==> config.mk <==
export PLATFORM = sky130hd
export DESIGN_NAME = systolic_host_feeder_flat
export DESIGN_NICKNAME = d
export VERILOG_FILES = /design/src/rtl/systolic_host_feeder_if.sv /design/src/rtl/systolic_host_feeder.sv /design/src/flat_wrapper.sv
export SDC_FILE = /design/constraint.sdc
export NUM_CORES = 1
export LEC_CHECK = 0
export ABC_AREA = 1
export BUFFER_PORTS_ARGS = -buffer_cell sky130_fd_sc_hd__buf_2
export CORE_ASPECT_RATIO = 1.5
export CORE_MARGIN = 4
export CORE_UTILIZATION = 40
export CTS_CLUSTER_DIAMETER = 60
export DETAILED_ROUTE_END_ITERATION = 8
export PLACE_DENSITY = 0.55
export SLEW_MARGIN = 30
export SYNTH_ARGS = -nofsm -noshare
export SYNTH_HDL_FRONTEND = slang
export SYNTH_SLANG_ARGS = --single-unit
export TNS_END_PERCENT = 100
==> constraint.sdc <==
create_clock -name clk -period 2.4 [get_ports clk]
set_input_delay 0.12 -clock clk [delete_from_list [all_inputs] [get_ports clk]]
set_output_delay 0.12 -clock clk [all_outputs]
set_load 0.02 [all_outputs]
==> src/rtl/systolic_host_feeder_if.sv <==
// Host bus and target pin bundle for the systolic host feeder; no internal state.
// Host side is gated by wr_ready/busy; the target side has no backpressure.
interface systolic_host_feeder_if #(
    parameter int N = 8
);
    localparam int AW = (N > 1) ? $clog2(N) : 1;

    logic          wr_valid;
    logic          wr_ready;
    logic          wr_sel;
    logic [N-1:0]  wr_data;
    logic          start;
    logic          busy;
    logic          done;
    logic [AW-1:0] rd_addr;
    logic [N-1:0]  rd_data;
    logic          tgt_rst_n;
    logic [N-1:0]  tgt_ui_in;
    logic          tgt_readout;
    logic [N-1:0]  tgt_uo_out;

    modport slave (
        input  wr_valid, wr_sel, wr_data, start, rd_addr, tgt_uo_out,
        output wr_ready, busy, done, rd_data, tgt_rst_n, tgt_ui_in, tgt_readout
    );

    modport master (
        output wr_valid, wr_sel, wr_data, start, rd_addr, tgt_uo_out,
        input  wr_ready, busy, done, rd_data, tgt_rst_n, tgt_ui_in, tgt_readout
    );
endinterface

==> src/rtl/systolic_host_feeder.sv <==
// Buffers A/B operands, resets the target tile, streams A/B pairs, flushes, then captures N results.
// A run takes 1+2K+2*FLUSH_PAIRS+CAP_DLY+N+1 cycles; host writes and start are refused while busy.
module systolic_host_feeder #(
    parameter int N           = 8,
    parameter int K           = 8,
    parameter int FLUSH_PAIRS = 16,
    parameter int CAP_DLY     = 1
) (
    input  logic                  clk,
    input  logic                  rst_n,
    systolic_host_feeder_if.slave bus
);
    localparam int AW   = (N > 1) ? $clog2(N) : 1;
    localparam int PW   = (K > 1) ? $clog2(K) : 1;
    localparam int M1   = (2 * K > 2 * FLUSH_PAIRS) ? 2 * K : 2 * FLUSH_PAIRS;
    localparam int M2   = (CAP_DLY > N) ? CAP_DLY : N;
    localparam int MAXC = (M1 > M2) ? M1 : M2;
    localparam int CW   = $clog2(MAXC + 1);

    typedef enum logic [2:0] {
        S_IDLE,
        S_SYNC,
        S_FEED,
        S_FLUSH,
        S_RDWAIT,
        S_CAPTURE,
        S_DONE
    } state_t;

    localparam state_t AFTER_FLUSH = (CAP_DLY > 0) ? S_RDWAIT : S_CAPTURE;
    localparam state_t AFTER_FEED  = (FLUSH_PAIRS > 0) ? S_FLUSH : AFTER_FLUSH;

    state_t        state_q, state_d;
    logic [CW-1:0] cnt_q, cnt_d;
    logic [PW-1:0] ptr_a_q, ptr_a_d;
    logic [PW-1:0] ptr_b_q, ptr_b_d;
    logic [N-1:0]  a_q [K];
    logic [N-1:0]  a_d [K];
    logic [N-1:0]  b_q [K];
    logic [N-1:0]  b_d [K];
    logic [N-1:0]  res_q [N];
    logic [N-1:0]  res_d [N];

    logic          wr_ready_q, wr_ready_d;
    logic          busy_q, busy_d;
    logic          done_q, done_d;
    logic          tgt_rst_n_q, tgt_rst_n_d;
    logic [N-1:0]  tgt_ui_in_q, tgt_ui_in_d;
    logic          tgt_readout_q, tgt_readout_d;
    logic [PW-1:0] feed_idx;

    always_comb begin
        state_d  = state_q;
        cnt_d    = cnt_q;
        ptr_a_d  = ptr_a_q;
        ptr_b_d  = ptr_b_q;
        a_d      = a_q;
        b_d      = b_q;
        res_d    = res_q;
        feed_idx = '0;

        case (state_q)
            S_IDLE: begin
                // wr_ready_q is low for the first cycle out of reset, so it gates writes too
                if (bus.wr_valid && wr_ready_q) begin
                    if (bus.wr_sel) begin
                        b_d[ptr_b_q] = bus.wr_data;
                        ptr_b_d      = (ptr_b_q == PW'(K - 1)) ? '0 : ptr_b_q + PW'(1);
                    end else begin
                        a_d[ptr_a_q] = bus.wr_data;
                        ptr_a_d      = (ptr_a_q == PW'(K - 1)) ? '0 : ptr_a_q + PW'(1);
                    end
                end
                if (bus.start) begin
                    state_d = S_SYNC;
                    cnt_d   = '0;
                    ptr_a_d = '0;
                    ptr_b_d = '0;
                end
            end
            S_SYNC: begin
                state_d = S_FEED;
                cnt_d   = '0;
            end
            S_FEED: begin
                if (int'(cnt_q) == 2 * K - 1) begin
                    state_d = AFTER_FEED;
                    cnt_d   = '0;
                end else begin
                    cnt_d = cnt_q + CW'(1);
                end
            end
            S_FLUSH: begin
                if (int'(cnt_q) == 2 * FLUSH_PAIRS - 1) begin
                    state_d = AFTER_FLUSH;
                    cnt_d   = '0;
                end else begin
                    cnt_d = cnt_q + CW'(1);
                end
            end
            S_RDWAIT: begin
                if (int'(cnt_q) == CAP_DLY - 1) begin
                    state_d = S_CAPTURE;
                    cnt_d   = '0;
                end else begin
                    cnt_d = cnt_q + CW'(1);
                end
            end
            S_CAPTURE: begin
                res_d[AW'(cnt_q)] = bus.tgt_uo_out;
                if (int'(cnt_q) == N - 1) begin
                    state_d = S_DONE;
                    cnt_d   = '0;
                end else begin
                    cnt_d = cnt_q + CW'(1);
                end
            end
            S_DONE: begin
                state_d = S_IDLE;
            end
            default: begin
                state_d = S_IDLE;
                cnt_d   = '0;
            end
        endcase

        // Pin values are computed from the next state so the registered pins line up with it
        feed_idx      = PW'(cnt_d >> 1);
        wr_ready_d    = (state_d == S_IDLE);
        busy_d        = (state_d != S_IDLE);
        done_d        = (state_d == S_DONE);
        tgt_rst_n_d   = (state_d != S_SYNC);
        tgt_readout_d = (state_d == S_RDWAIT) || (state_d == S_CAPTURE);
        tgt_ui_in_d   = '0;
        if (state_d == S_FEED) begin
            tgt_ui_in_d = cnt_d[0] ? b_q[feed_idx] : a_q[feed_idx];
        end
    end

    always_ff @(posedge clk or negedge rst_n) begin
        if (!rst_n) begin
            state_q       <= S_IDLE;
            cnt_q         <= '0;
            ptr_a_q       <= '0;
            ptr_b_q       <= '0;
            a_q           <= '{default: '0};
            b_q           <= '{default: '0};
            res_q         <= '{default: '0};
            wr_ready_q    <= 1'b0;
            busy_q        <= 1'b0;
            done_q        <= 1'b0;
            tgt_rst_n_q   <= 1'b0;
            tgt_ui_in_q   <= '0;
            tgt_readout_q <= 1'b0;
        end else begin
            state_q       <= state_d;
            cnt_q         <= cnt_d;
            ptr_a_q       <= ptr_a_d;
            ptr_b_q       <= ptr_b_d;
            a_q           <= a_d;
            b_q           <= b_d;
            res_q         <= res_d;
            wr_ready_q    <= wr_ready_d;
            busy_q        <= busy_d;
            done_q        <= done_d;
            tgt_rst_n_q   <= tgt_rst_n_d;
            tgt_ui_in_q   <= tgt_ui_in_d;
            tgt_readout_q <= tgt_readout_d;
        end
    end

    assign bus.wr_ready    = wr_ready_q;
    assign bus.busy        = busy_q;
    assign bus.done        = done_q;
    assign bus.tgt_rst_n   = tgt_rst_n_q;
    assign bus.tgt_ui_in   = tgt_ui_in_q;
    assign bus.tgt_readout = tgt_readout_q;
    assign bus.rd_data     = (int'(bus.rd_addr) < N) ? res_q[bus.rd_addr] : '0;
endmodule

==> src/flat_wrapper.sv <==
// flat-port wrapper written by rule: the top's interface ports become plain ports
module systolic_host_feeder_flat 
#(
    parameter int N           = 8,
    parameter int K           = 8,
    parameter int FLUSH_PAIRS = 16,
    parameter int CAP_DLY     = 1
)
  (clk, rst_n, bus_wr_valid, bus_wr_sel, bus_wr_data, bus_start, bus_rd_addr, bus_tgt_uo_out, bus_wr_ready, bus_busy, bus_done, bus_rd_data, bus_tgt_rst_n, bus_tgt_ui_in, bus_tgt_readout);
  systolic_host_feeder_if #(.N(N)) bus_i ();
  input  logic clk;
  input  logic rst_n;
  input wire logic [$bits(bus_i.wr_valid)-1:0] bus_wr_valid;
  input wire logic [$bits(bus_i.wr_sel)-1:0] bus_wr_sel;
  input wire logic [$bits(bus_i.wr_data)-1:0] bus_wr_data;
  input wire logic [$bits(bus_i.start)-1:0] bus_start;
  input wire logic [$bits(bus_i.rd_addr)-1:0] bus_rd_addr;
  input wire logic [$bits(bus_i.tgt_uo_out)-1:0] bus_tgt_uo_out;
  output wire logic [$bits(bus_i.wr_ready)-1:0] bus_wr_ready;
  output wire logic [$bits(bus_i.busy)-1:0] bus_busy;
  output wire logic [$bits(bus_i.done)-1:0] bus_done;
  output wire logic [$bits(bus_i.rd_data)-1:0] bus_rd_data;
  output wire logic [$bits(bus_i.tgt_rst_n)-1:0] bus_tgt_rst_n;
  output wire logic [$bits(bus_i.tgt_ui_in)-1:0] bus_tgt_ui_in;
  output wire logic [$bits(bus_i.tgt_readout)-1:0] bus_tgt_readout;
  assign bus_i.wr_valid = bus_wr_valid;
  assign bus_i.wr_sel = bus_wr_sel;
  assign bus_i.wr_data = bus_wr_data;
  assign bus_i.start = bus_start;
  assign bus_i.rd_addr = bus_rd_addr;
  assign bus_i.tgt_uo_out = bus_tgt_uo_out;
  assign bus_wr_ready = bus_i.wr_ready;
  assign bus_busy = bus_i.busy;
  assign bus_done = bus_i.done;
  assign bus_rd_data = bus_i.rd_data;
  assign bus_tgt_rst_n = bus_i.tgt_rst_n;
  assign bus_tgt_ui_in = bus_i.tgt_ui_in;
  assign bus_tgt_readout = bus_i.tgt_readout;
  systolic_host_feeder #(.N(N), .K(K), .FLUSH_PAIRS(FLUSH_PAIRS), .CAP_DLY(CAP_DLY)) u_core (.clk(clk), .rst_n(rst_n), .bus(bus_i));
endmodule
==> summary.md, run 1 <==
| Metric | Value |
|---|---|
| Setup violators final | 0 |
| Max_cap viols | 0 |
| Final Critical Period | between 2 and 2.5 ns |
| Die Ht | between 200 and 250 µm |
| Routed WL | about 28 mm |
| Routability congestion estimate | ~0.84 |
| Drt wl/cell | between 15 and 20 µm |
| Total power | around 7.3 mW |
| # fillers | 2540 |
| Worst setup EP type | flip-flop |
| Multi-input gate area | around 4200 µm² |
| Routed via count | 8634 |
| Ant. Diodes | 0 |
| Leak | 5.528 nW |
| R2R Setup Slk | around 0.29 ns |
| Chip width | between 100 and 150 µm |
| Syn nets | 1328 |
| Post-route setup slack | roughly 0.29 ns |
| Async S/R FF share, synth | 100.0% |
| Vias in the first global route | roughly 8600 |
| Hold Slack | around 0.04 ns |
| Power density over the cells | 621.2 nW/µm² |
| Io pins | 45 |
| H-tree levels | 1 |
| Synthesized instance count | 1298 |
| Core Rows | 71 |
| Slew HR | a little under three fifths |
| Simple-Gate Fraction of Synth Area | around a quarter |
| Router iterations before antenna repair | 5 |
| Primary FF master, synth | dfrtp_1 |
| Final worst-path cycle share | a little under 90% |
| Fmax | approximately 0.47 GHz |
| Detail Placement HPWL | ~19 mm |
| Starting density of the core | between 40% and 50% |
| Root Driver | clkbuf_16 |
| CTS sink cnt | between 200 and 250 |
| Xor-xnor portion of the synthesized cell area | less than 1% |
| Critical path startpoint category | flip-flop |
| 1st-iter DRT viols | between 400 and 500 |
| DRC viols | 0 |
| Initial antenna violation count | 0 |
| CTS buffer count | 23 |
| Share of layout cells above drive strength 1 | between 9 and 10% |
| Sequential area share after synthesis | a little over half |
| Util after Layout | between 40% and 50% |
| Maximum fanout along the worst path | 12 |
| Placed cells | roughly 1600 |
| Fin. Hold Viols | 0 |
| GRT Util Overall | 20.03% |
| RSZ-0062 raised after global routing | false |
| Post-synthesis mux area share | 0% |
| Buffers on Ports | 44 |
| Synth warn | 0 |
| Pre-CTS setup slack | -0.06370 ns |
| First-pass GRT wire length | roughly 46 mm |
| Layout Cells excl Fill | 1690 |
| Area of the core | roughly 25000 µm² |
| CP Class | flip-flop to flip-flop |
| FF+latch count, synth | 220 |
| CTS tree | done |
| Die Area | about 28000 µm² |
| Worst-path clk slew | 0.07 ns |
| Largest net degree at the start of global routing | between 60 and 70 |
| Status | completed |
| Fin nets | 1378 |
| Grt total ovfl | 0 |
| Number of enable flip-flop cells after synthesis | 0 |
| Worst-margin pin slew | ~0.66 ns |
| Main combinational cell family by area after synthesis | simple AND/OR/NAND/NOR gates |
| Post-route ant nets | 0 |
| Worst endpoint required time | between 2 and 3 ns |
| Worst Skew | ~0.016 ns |
| Syn_area_per_cell | between 7 and 8 µm² |
| Post-synthesis cell type count | 34 |
| Area of the mapped netlist | around 10000 µm² |
| Worst EP arrival | 2.52 ns |
| Worst hold path class | input pin to flip-flop |
| Adder-cell share of the synthesized area | 0.7330% |
| Max-slew violations | 0 |
| Register area | 5507 µm² |
| Clk buf depth | 3 |
| Worst vdd ir | between 0.5 and 0.6 mV |
| Vias per cell | 5.109 |
| Compound-Gate Fraction of Synth Area | between 10% and 20% |
| Clock Latency Late Sink | roughly 0.52 ns |
| Layout area overhead | 15.09% |
==> repair_timing <==
item | in CTS | in global routing
gates resized for setup | 2 | 11
hold endpoints to repair | 128 | 0
buffers inserted | 0 | 1
hold buffers | 11 | 0
gates cloned | 0 | 1
pin swaps | 0 | 1
setup endpoints to repair | 5 | 8
==> final timing paths <==
kind                                       startpoint                                end  cells after the start
setup / recovery            u_core.cnt_q[0]$_DFF_PN0_  u_core.bus.tgt_ui_in[2]$_DFF_PN0_                     10
hold / removal                           bus_wr_valid      u_core.ptr_b_q[2]$_DFFE_PN0P_                      5
setup reg to reg            u_core.cnt_q[0]$_DFF_PN0_  u_core.bus.tgt_ui_in[2]$_DFF_PN0_                     10
hold reg to reg            u_core.b_q[62]$_DFFE_PN0P_         u_core.b_q[62]$_DFFE_PN0P_                      2
max in group asynchronous                       rst_n  u_core.bus.tgt_ui_in[4]$_DFF_PN0_                      3
min in group asynchronous                       rst_n      u_core.ptr_a_q[0]$_DFFE_PN0P_                      2
==> cells by family (layout without fill, tap and decap cells) <==
kind of cell	count (synthesis)	count (layout)
AND/OR/NAND/NOR	658	659
AO/OA/AOI/OAI	271	271
flip-flops	220	220
buffers and inverters	141	204
adder cells (fa/ha/maj)	6	6
XOR/XNOR	2	2
==> sequential cells by signal (all words and copies together) (netlist names) <==
name                    flops
u_core.a_q                 64
u_core.b_q                 64
u_core.res_q               64
u_core.bus.tgt_ui_in        8
u_core.cnt_q                6
u_core.ptr_a_q              3
u_core.ptr_b_q              3
u_core.state_q              3
u_core.bus.busy             1
u_core.bus.done             1
u_core.bus.tgt_readout      1
u_core.bus.tgt_rst_n        1
u_core.bus.wr_ready         1
==> cells in the mapped netlist (3+ instances only) <==
master / count / area [µm²]
nand2_1: 426 / 1599
dfrtp_1: 220 / 5505
o21ai_0: 212 / 1061
nand3_1: 107 / 535.5
nor2_1: 103 / 386.6
inv_1: 71 / 266.5
a21oi_1: 41 / 205.2
clkbuf_1: 36 / 135.1
buf_2: 23 / 115.1
a31oi_1: 9 / 56.30
ha_1: 6 / 75.07
inv_2: 5 / 18.77
nand4_1: 5 / 31.28
nor3_1: 4 / 20.02
buf_4: 3 / 22.52
nor2_2: 3 / 18.77
nor3_2: 3 / 30.03
==> final cells by class <==
| cell class | instances | share of cell area, % |
|---|---|---|
| Multi-Input combinational cell | 938 | 35.75 |
| Sequential cell | 220 | 46.71 |
| Inverter | 77 | 2.473 |
| Tap cell | 328 | 3.482 |
| Timing Repair Buffer | 88 | 5.732 |
| Clock buffer | 34 | 5.488 |
| Clock inverter | 5 | 0.3609 |
==> report_power, final <==
part	internal (mW)	total [mW]	switching [mW]
sequential	3.71	3.71	0.00231
clock	1.87	3.32	1.45
combinational	0.0698	0.285	0.215
total	5.65	7.32	1.67
==> critical path, stage by stage (launching register included) <==
cell and delay (ns):
dfrtp_1 0.43, ha_1 0.19, nand2_1 0.08, nor2_2 0.17, nand2_1 0.20, a31oi_4 0.35, nand2_4 0.20, nand3_1 0.14
nand2_1 0.06, nor2_1 0.11, nor2_1 0.06
==> per-layer routing <==
| layer | vias up | share of wire, % | global-route usage (%) |
|---|---|---|---|
| met5 | - | 0 | 0 |
| li1 | 4320 | - | - |
| met3 | 58 | 3.4 | 2.317 |
| met4 | 0 | 3.3 | 7.273 |
| met1 | 4083 | 41 | 24.60 |
| met2 | 173 | 52 | 36.37 |
==> per-stage QoR <==
stage                     instance area (µm²)  TNS (ns)
after CTS                               11730         0
final                                   11790         0
after detailed placement                10920  -0.09924
after global placement                  10920  -0.01050
after global routing                    11790         0
after floorplan                         10240         0
==> cells in the final DEF (no fill, tap or decap), types with 6 or more instances in the layout <==
cell type	Yosys	routed
buf_4	3	26
a21oi_1	41	41
buf_2	23	43
nand2_1	426	426
clkbuf_1	36	8
o21ai_0	212	211
dfrtp_1	220	219
nor2_1	103	100
ha_1	6	6
a31oi_1	9	8
clkbuf_16	0	23
nand3_1	107	107
dlygate4sd3_1	0	11
inv_1	71	70
buf_12	0	7
Power figures use the tool's default switching activity.
==> inputs of run 2 (changes only) <==
--- a/config.mk
+++ b/config.mk
@@ -9,10 +9,10 @@
 export BUFFER_PORTS_ARGS = -buffer_cell sky130_fd_sc_hd__buf_2
 export CORE_ASPECT_RATIO = 1.5
 export CORE_MARGIN = 4
-export CORE_UTILIZATION = 40
+export CORE_UTILIZATION = 60
 export CTS_CLUSTER_DIAMETER = 60
 export DETAILED_ROUTE_END_ITERATION = 8
-export PLACE_DENSITY = 0.55
+export PLACE_DENSITY = 0.77
 export SLEW_MARGIN = 30
 export SYNTH_ARGS = -nofsm -noshare
 export SYNTH_HDL_FRONTEND = slang
==> run 2 against run 1 <==
  * Routed wire length fell by 4.2%
  * Largest power group unchanged
  * Flip-flop and latch count did not move
  * Count of clock-buffer cells in the layout fell by 4
  * Sequential power barely moved
  * Critical endpoint unchanged
  * Final area fell by 2.1%
  * Total power fell by 0.88%
==> summary.md, run 2 (synthesized netlist as in run 1, its figures left out) <==
| Metric | Value |
|---|---|
| Largest net degree at the start of global routing | 64 (was 68) |
| Worst setup EP type | flip-flop (unchanged) |
| Fin nets | 1372 (was 1378) |
| Setup violators final | 0 (unchanged) |
| Max_cap viols | 0 (unchanged) |
| Router iterations before antenna repair | 7 (was 5) |
| Io pins | 45 (unchanged) |
| Clock Latency Late Sink | 0.51 ns (was 0.52 ns) |
| Pre-CTS setup slack | -0.05317 ns (was -0.06370 ns) |
| # fillers | 1391 (was 2540) |
| Critical path startpoint category | flip-flop (unchanged) |
| Most frequent cells in the layout | nand2_1, dfrtp_1, o21ai_0 (unchanged) |
| Worst r2r src | u_core.cnt_q[0]$_DFF_PN0_ (unchanged) |
| Initial antenna violation count | 0 (unchanged) |
| Post-route ant nets | 0 (unchanged) |
| 1st-iter DRT viols | 772 (was 490) |
| Routed via count | 8976 (was 8634) |
| Status | completed (unchanged) |
| H-tree levels | 1 (unchanged) |
| Routability congestion estimate | 0.8999 (was 0.8383) |
| Worst reg2reg path endpoint | u_core.bus.tgt_ui_in[2]$_DFF_PN0_ (unchanged) |
| Drt wl/cell | 17.33 µm (was 16.75 µm) |
| Top Registers | u_core.a_q: 64 flops, u_core.b_q: 64 flops, u_core.res_q: 64 flops (unchanged) |
| Layout area overhead | 12.62% (was 15.09%) |
| Worst Skew | 0.01506 ns (was 0.01604 ns) |
| Vias in the first global route | 8989 (was 8602) |
| CTS buffer count | 21 (was 23) |
| Max-slew violations | 0 (unchanged) |
| Worst hold path class | input pin to flip-flop (unchanged) |
| Worst EP arrival | 2.70 ns (was 2.52 ns) |
| Root Driver | clkbuf_16 (unchanged) |
| Worst endpoint required time | 2.83 ns (was 2.81 ns) |
| Worst vdd ir | 0.5356 mV (was 0.5925 mV) |
| Final worst-path cycle share | 94.54% (was 87.99%) |
| CP Class | flip-flop to flip-flop (unchanged) |
| Detail Placement HPWL | 18.22 mm (was 18.68 mm) |
| Worst Setup EP | u_core.bus.tgt_ui_in[2]$_DFF_PN0_ (unchanged) |
| Buffers on Ports | 44 (unchanged) |
| Post-route setup slack | 0.1311 ns (was 0.2884 ns) |
| RSZ-0062 raised after global routing | true (was false) |
| R2R Setup Slk | 0.13 ns (was 0.29 ns) |
| Worst-path clk slew | 0.06 ns (was 0.07 ns) |
| R2R depth | 10 (unchanged) |
| Share of layout cells above drive strength 1 | 9.594% (was 9.765%) |
| Routed WL | 27.13 mm (was 28.31 mm) |
| Power density over the cells | 629.2 nW/µm² (was 621.2 nW/µm²) |
| Commonest non-fill, non-tap cell in the layout | nand2_1 (unchanged) |
| Final TNS setup | 0 ns (unchanged) |
| First-pass GRT wire length | 44.89 mm (was 46.24 mm) |
| CTS tree | done (unchanged) |
| Ant. Diodes | 0 (unchanged) |
| CTS sink cnt | 220 (unchanged) |
| Area of the core | 16760 µm² (was 25140 µm²) |
| GRT Util Overall | 29.11% (was 20.03%) |
| Die Area | 19270 µm² (was 28280 µm²) |
| Leak | 5.483 nW (was 5.528 nW) |
| Clk buf depth | 3 (unchanged) |
| Hold Slack | 0.04673 ns (was 0.04115 ns) |
| Final Critical Period | 2.269 ns (was 2.112 ns) |
| Core Rows | 58 (was 71) |
| Maximum fanout along the worst path | 7 (was 12) |
| Grt total ovfl | 0 (unchanged) |
| CP startpoint | u_core.cnt_q[0]$_DFF_PN0_ (unchanged) |
| Vias per cell | 5.735 (was 5.109) |
| DRC viols | 0 (unchanged) |
| Starting density of the core | 61.10% (was 40.74%) |
| Chip width | 114.7 µm (was 138.7 µm) |
| Fmax | 0.4407 GHz (was 0.4736 GHz) |
| Slew HR | 55.97% (was 55.59%) |
| Worst-margin pin slew | 0.6598 ns (was 0.6643 ns) |
| Fin. Hold Viols | 0 (unchanged) |
| Die Ht | 168.0 µm (was 204.0 µm) |
[run 2: worst min-delay path by stage]
stage	startpoint	endpoint	cells past startpoint
6_report	bus_wr_valid	u_core.ptr_b_q[2]$_DFFE_PN0P_	5
5_1_grt	bus_wr_valid	u_core.ptr_b_q[2]$_DFFE_PN0P_	5
4_1_cts	bus_wr_valid	u_core.ptr_b_q[2]$_DFFE_PN0P_	5
3_5_place_dp	rst_n	u_core.bus.done$_DFF_PN0_	1
3_3_place_gp	rst_n	u_core.bus.busy$_DFF_PN0_	1
2_1_floorplan	rst_n	u_core.a_q[0]$_DFFE_PN0P_	0
[run 2: area by class of cell]
class                           count  area (µm²)  share of cell area (%)
Timing Repair Buffer               85       615.6                   5.337
Clock inverter                      6       63.81                  0.5532
Tap cell                          210       262.8                   2.278
Multi-Input combinational cell    937        4185                   36.28
Clock buffer                       30       609.3                   5.283
Sequential cell                   220        5507                   47.74
Inverter                           77       291.5                   2.527
[run 2: where the power goes]
group | internal, mW | switching, mW
Sequential | 3.71 | 0.00235
Clock | 1.87 | 1.39
Combinational | 0.0675 | 0.210
[run 2: worst max-delay path, cell delays in order (launching register included)]
cell and delay, ns:
dfrtp_1 0.44, ha_1 0.24, nand2_1 0.10, nor2_2 0.06
nand2_1 0.18, nand2_1 0.16, nand4_1 0.21, nand4_1 0.26
inv_1 0.32, nand2_1 0.13, nor2_1 0.10
[run 2: what timing repair did]
item / CTS / global route
pin swaps: 0 / 1
resized for setup: 2 / 9
hold buffers: 11 / 0
endpoints found under the setup margin: 7 / 33
hold endpoints to repair: 95 / 0
buffers inserted: 0 / 1
[run 2: metrics by stage]
| stage | total power, mW | instance area [µm²] | util [%] | instances |
|---|---|---|---|---|
| 3_5_place_dp | 4.048 | 10720 | 63.93 | 1517 |
| 5_1_grt | 7.486 | 11530 | 68.81 | 1565 |
| 3_3_place_gp | 4.047 | 10720 | 63.93 | 1517 |
| 6_report | 7.257 | 11530 | 68.81 | 1565 |
| 2_1_floorplan | 3.879 | 10240 | - | 1298 |
| 4_1_cts | 7.312 | 11510 | 68.64 | 1564 |
[run 2: routing by layer]
layer / vias to the layer above / share of wire, % / GRT usage, %
li1: 4304 / - / -
met1: 4256 / 38 / 33.93
met2: 309 / 52 / 52.40
met3: 107 / 4.8 / 3.236
met4: 0 / 4.7 / 14.16
met5: - / 0 / 0
==> inputs of run 3 (changes only) <==
--- a/config.mk
+++ b/config.mk
@@ -6,13 +6,14 @@
 export NUM_CORES = 1
 export LEC_CHECK = 0
 export ABC_AREA = 1
-export BUFFER_PORTS_ARGS = -buffer_cell sky130_fd_sc_hd__buf_2
 export CORE_ASPECT_RATIO = 1.5
 export CORE_MARGIN = 4
 export CORE_UTILIZATION = 60
 export CTS_CLUSTER_DIAMETER = 60
 export DETAILED_ROUTE_END_ITERATION = 8
-export PLACE_DENSITY = 0.77
+export DONT_BUFFER_PORTS = 1
+export PLACE_DENSITY = 0.75
+export SKIP_CTS_REPAIR_TIMING = 1
 export SLEW_MARGIN = 30
 export SYNTH_ARGS = -nofsm -noshare
 export SYNTH_HDL_FRONTEND = slang
==> run 3 against run 2 <==
  * The run now ends with negative hold slack left
  * First-iteration DRC count grew 19%
  * Utilization about the same
  * Routed wire length grew 1.0%
  * Via count fell by 1.9%
  * Combinational power is 40% lower
  * Maximum frequency decreased by 0.92%
  * Global-route usage about the same
  * Non-clock buffer count down 24
  * Cell count is 1.3% lower
  * Flip-flop and latch count unchanged
==> summary.md, run 3 (synthesized netlist as in run 1, its figures left out) <==
| Metric | Value |
|---|---|
| Ant. Diodes | 0 (unchanged) |
| Net Sw Power | 1.574 mW (was 1.606 mW) |
| Power density over the cells | 647.3 nW/µm² (was 629.2 nW/µm²) |
| CP Class | flip-flop to flip-flop (unchanged) |
| Commonest non-fill, non-tap cell in the layout | nand2_1 (unchanged) |
| Failing checks | negative hold slack |
| 1st-iter DRT viols | 919 (was 772) |
| Die Ht | 168.0 µm (unchanged) |
| DRC viols | 0 (unchanged) |
| Placed cells | 1492 (was 1517) |
| Worst-margin pin slew | 0.6829 ns (was 0.6598 ns) |
| Buf+Inv Stages, Crit Path | 2 (was 1) |
| Fin. Hold Viols | 223 (was 0) |
| CTS sink cnt | 220 (unchanged) |
| Clock Power Share | 48.1% (was 45.0%) |
| Slowest cell on the critical path | dfrtp_1 (unchanged) |
| CP cell instances | ha_1 -> nand2_1 -> buf_4 -> nor2_2 -> nand2_2 -> nand2_1 -> nand4_1 -> nand4_1 -> inv_1 -> nand2_1 -> nor2_1 (was ha_1 -> nand2_1 -> nor2_2 -> nand2_1 -> nand2_1 -> nand4_1 -> nand4_1 -> inv_1 -> nand2_1 -> nor2_1) |
| Final worst-path cycle share | 95.41% (was 94.54%) |
| Gate power share | 2.2% (was 3.8%) |
| Leak | 5.449 nW (was 5.483 nW) |
| Routed WL | 27.41 mm (was 27.13 mm) |
| Fin nets | 1349 (was 1372) |
| Setup violators final | 0 (unchanged) |
| First-pass GRT wire length | 44.77 mm (was 44.89 mm) |
| Crit path max-delay family | simple AND/OR/NAND/NOR gates (unchanged) |
| Max_cap viols | 0 (unchanged) |
| CTS tree | done (unchanged) |
| Max-slew violations | 0 (unchanged) |
| Worst endpoint required time | 2.80 ns (was 2.83 ns) |
| Fmax | 0.4367 GHz (was 0.4407 GHz) |
| GRT Util Overall | 29.10% (was 29.11%) |
| Vias in the first global route | 8704 (was 8989) |
| Worst hold path class | input pin to async pin (was input pin to flip-flop) |
| Drt wl/cell | 17.74 µm (was 17.33 µm) |
| Flop pwr share | 49.7% (was 51.1%) |
| Starting density of the core | 61.10% (unchanged) |
| Critical Path Max Stage Delay | 0.44 ns (about the same) |
| CP dominant cell by count | nand2_1 (unchanged) |
| Die Area | 19270 µm² (unchanged) |
| Hold Slack | -0.6801 ns (was 0.04673 ns) |
| Final Critical Period | 2.290 ns (was 2.269 ns) |
| Util after Layout | 68.84% (was 68.81%) |
| Routed via count | 8802 (was 8976) |
| CTS buffer count | 22 (was 21) |
| Routability congestion estimate | 0.9540 (was 0.8999) |
| Grt total ovfl | 0 (unchanged) |
| Initial antenna violation count | 0 (unchanged) |
| Post-route ant nets | 0 (unchanged) |
| Layout area overhead | 12.67% (was 12.62%) |
| Final TNS setup | 0 ns (unchanged) |
| Maximum fanout along the worst path | 7 (unchanged) |
| Post-route cell area | 11540 µm² (was 11530 µm²) |
| Pint | 5.896 mW (was 5.651 mW) |
| Net Sw Frac | 21.07% (was 22.13%) |
| Critical path startpoint category | flip-flop (unchanged) |
| Layout Cells excl Fill | 1545 (was 1565) |
| Clock Latency Late Sink | 0.50 ns (was 0.51 ns) |
| Worst EP arrival | 2.69 ns (was 2.70 ns) |
| RSZ-0062 raised after global routing | false (was true) |
| Io pins | 45 (unchanged) |
| Detail Placement HPWL | 18.41 mm (was 18.22 mm) |
| Status | complete, but fails checks (was completed) |
| Vias per cell | 5.697 (was 5.735) |
| Share of layout cells above drive strength 1 | 8.165% (was 9.594%) |
| Area of the core | 16760 µm² (unchanged) |
| Worst setup EP type | flip-flop (unchanged) |
| Largest net degree at the start of global routing | 221 (was 64) |
| Worst-path clk slew | 0.07 ns (was 0.06 ns) |
| Buffers on Ports | 0 (was 44) |
| Top Registers | u_core.a_q: 64 flops, u_core.b_q: 64 flops, u_core.res_q: 64 flops (unchanged) |
| Placed cell area | 10630 µm² (was 10720 µm²) |
| Router iterations before antenna repair | 5 (was 7) |
| Root Driver | clkbuf_16 (unchanged) |
| Core Rows | 58 (unchanged) |
| Chip width | 114.7 µm (unchanged) |
| Most frequent cells in the layout | nand2_1, dfrtp_1, o21ai_0 (unchanged) |
| Slew HR | 54.34% (was 55.97%) |
| Worst Skew | 0.01204 ns (was 0.01506 ns) |
| H-tree levels | 1 (unchanged) |
| Clk buf depth | 3 (unchanged) |
| Worst vdd ir | 0.6374 mV (was 0.5356 mV) |
run 3: cell count changes in the layout (fill, tap and decap cells not counted), sizes merged:
| cell | before | now |
|---|---|---|
| buf | 74 | 49 |
| dlygate4sd3 | 11 | 12 |
| bufinv | 1 | 3 |
| clkinv | 3 | 8 |
| clkbuf | 30 | 27 |
run 3: layer usage:
layer | global-route usage [%] | up-vias | wire length [µm]
li1 | - | 4266 | -
met1 | 34.23 | 4181 | 10510
met2 | 52.29 | 284 | 14450
met3 | 3.919 | 71 | 1330
met4 | 12.71 | 0 | 1117
met5 | 0 | - | 0
run 3: path summary, 6_finish.rpt:
| kind | end | slack (ns) | start | cells past startpoint |
|---|---|---|---|---|
| setup / recovery | u_core.bus.tgt_ui_in[2]$_DFF_PN0_ | 0.11 | u_core.cnt_q[1]$_DFF_PN0_ | 11 |
| min in group clk | u_core.ptr_a_q[2]$_DFFE_PN0P_ | -0.02 | bus_wr_valid | 4 |
| max in group asynchronous | u_core.b_q[57]$_DFFE_PN0P_ | 2.77 | rst_n | 0 |
| hold reg to reg | u_core.res_q[12]$_DFFE_PN0P_ | 0.48 | u_core.res_q[12]$_DFFE_PN0P_ | 2 |
| setup reg to reg | u_core.bus.tgt_ui_in[2]$_DFF_PN0_ | 0.11 | u_core.cnt_q[1]$_DFF_PN0_ | 11 |
| hold / removal | u_core.ptr_a_q[2]$_DFFE_PN0P_ | -0.68 | rst_n | 0 |
run 3: area by class of cell:
cell class                      count  area (µm²)
Fill cell                        1411        5224
Inverter                           77       289.0
Timing Repair Buffer               61       538.0
Clock buffer                       27       610.6
Multi-Input combinational cell    937        4185
Sequential cell                   220        5505
Clock inverter                     13       148.9
Tap cell                          210       262.8
run 3: power by group through the flow:
stage,logic (mW),clock network (mW),registers [mW]
finish,0.166,3.59,3.71
global route,0.184,3.80,3.71
CTS,0.148,3.64,3.71
detailed placement,0.148,0,3.78
global placement,0.147,0,3.78
floorplan,0.0974,0,3.78
run 3: worst register-to-register path, delay by kind of cell, from the launching register on:
kind                     cells  cell delay, ns
adder cells (fa/ha/maj)      1            0.20
flip-flops                   1            0.44
buffers and inverters        2            0.34
AND/OR/NAND/NOR              8            1.22
run 3: metrics by stage:
step / setup WS, ns / total power, mW
after detailed placement: -0.03249 / 3.929
after global placement: -0.005543 / 3.928
final: 0.1101 / 7.470
after floorplan: 0.4493 / 3.879
after global routing: 0.02477 / 7.696
after CTS: -0.06210 / 7.496
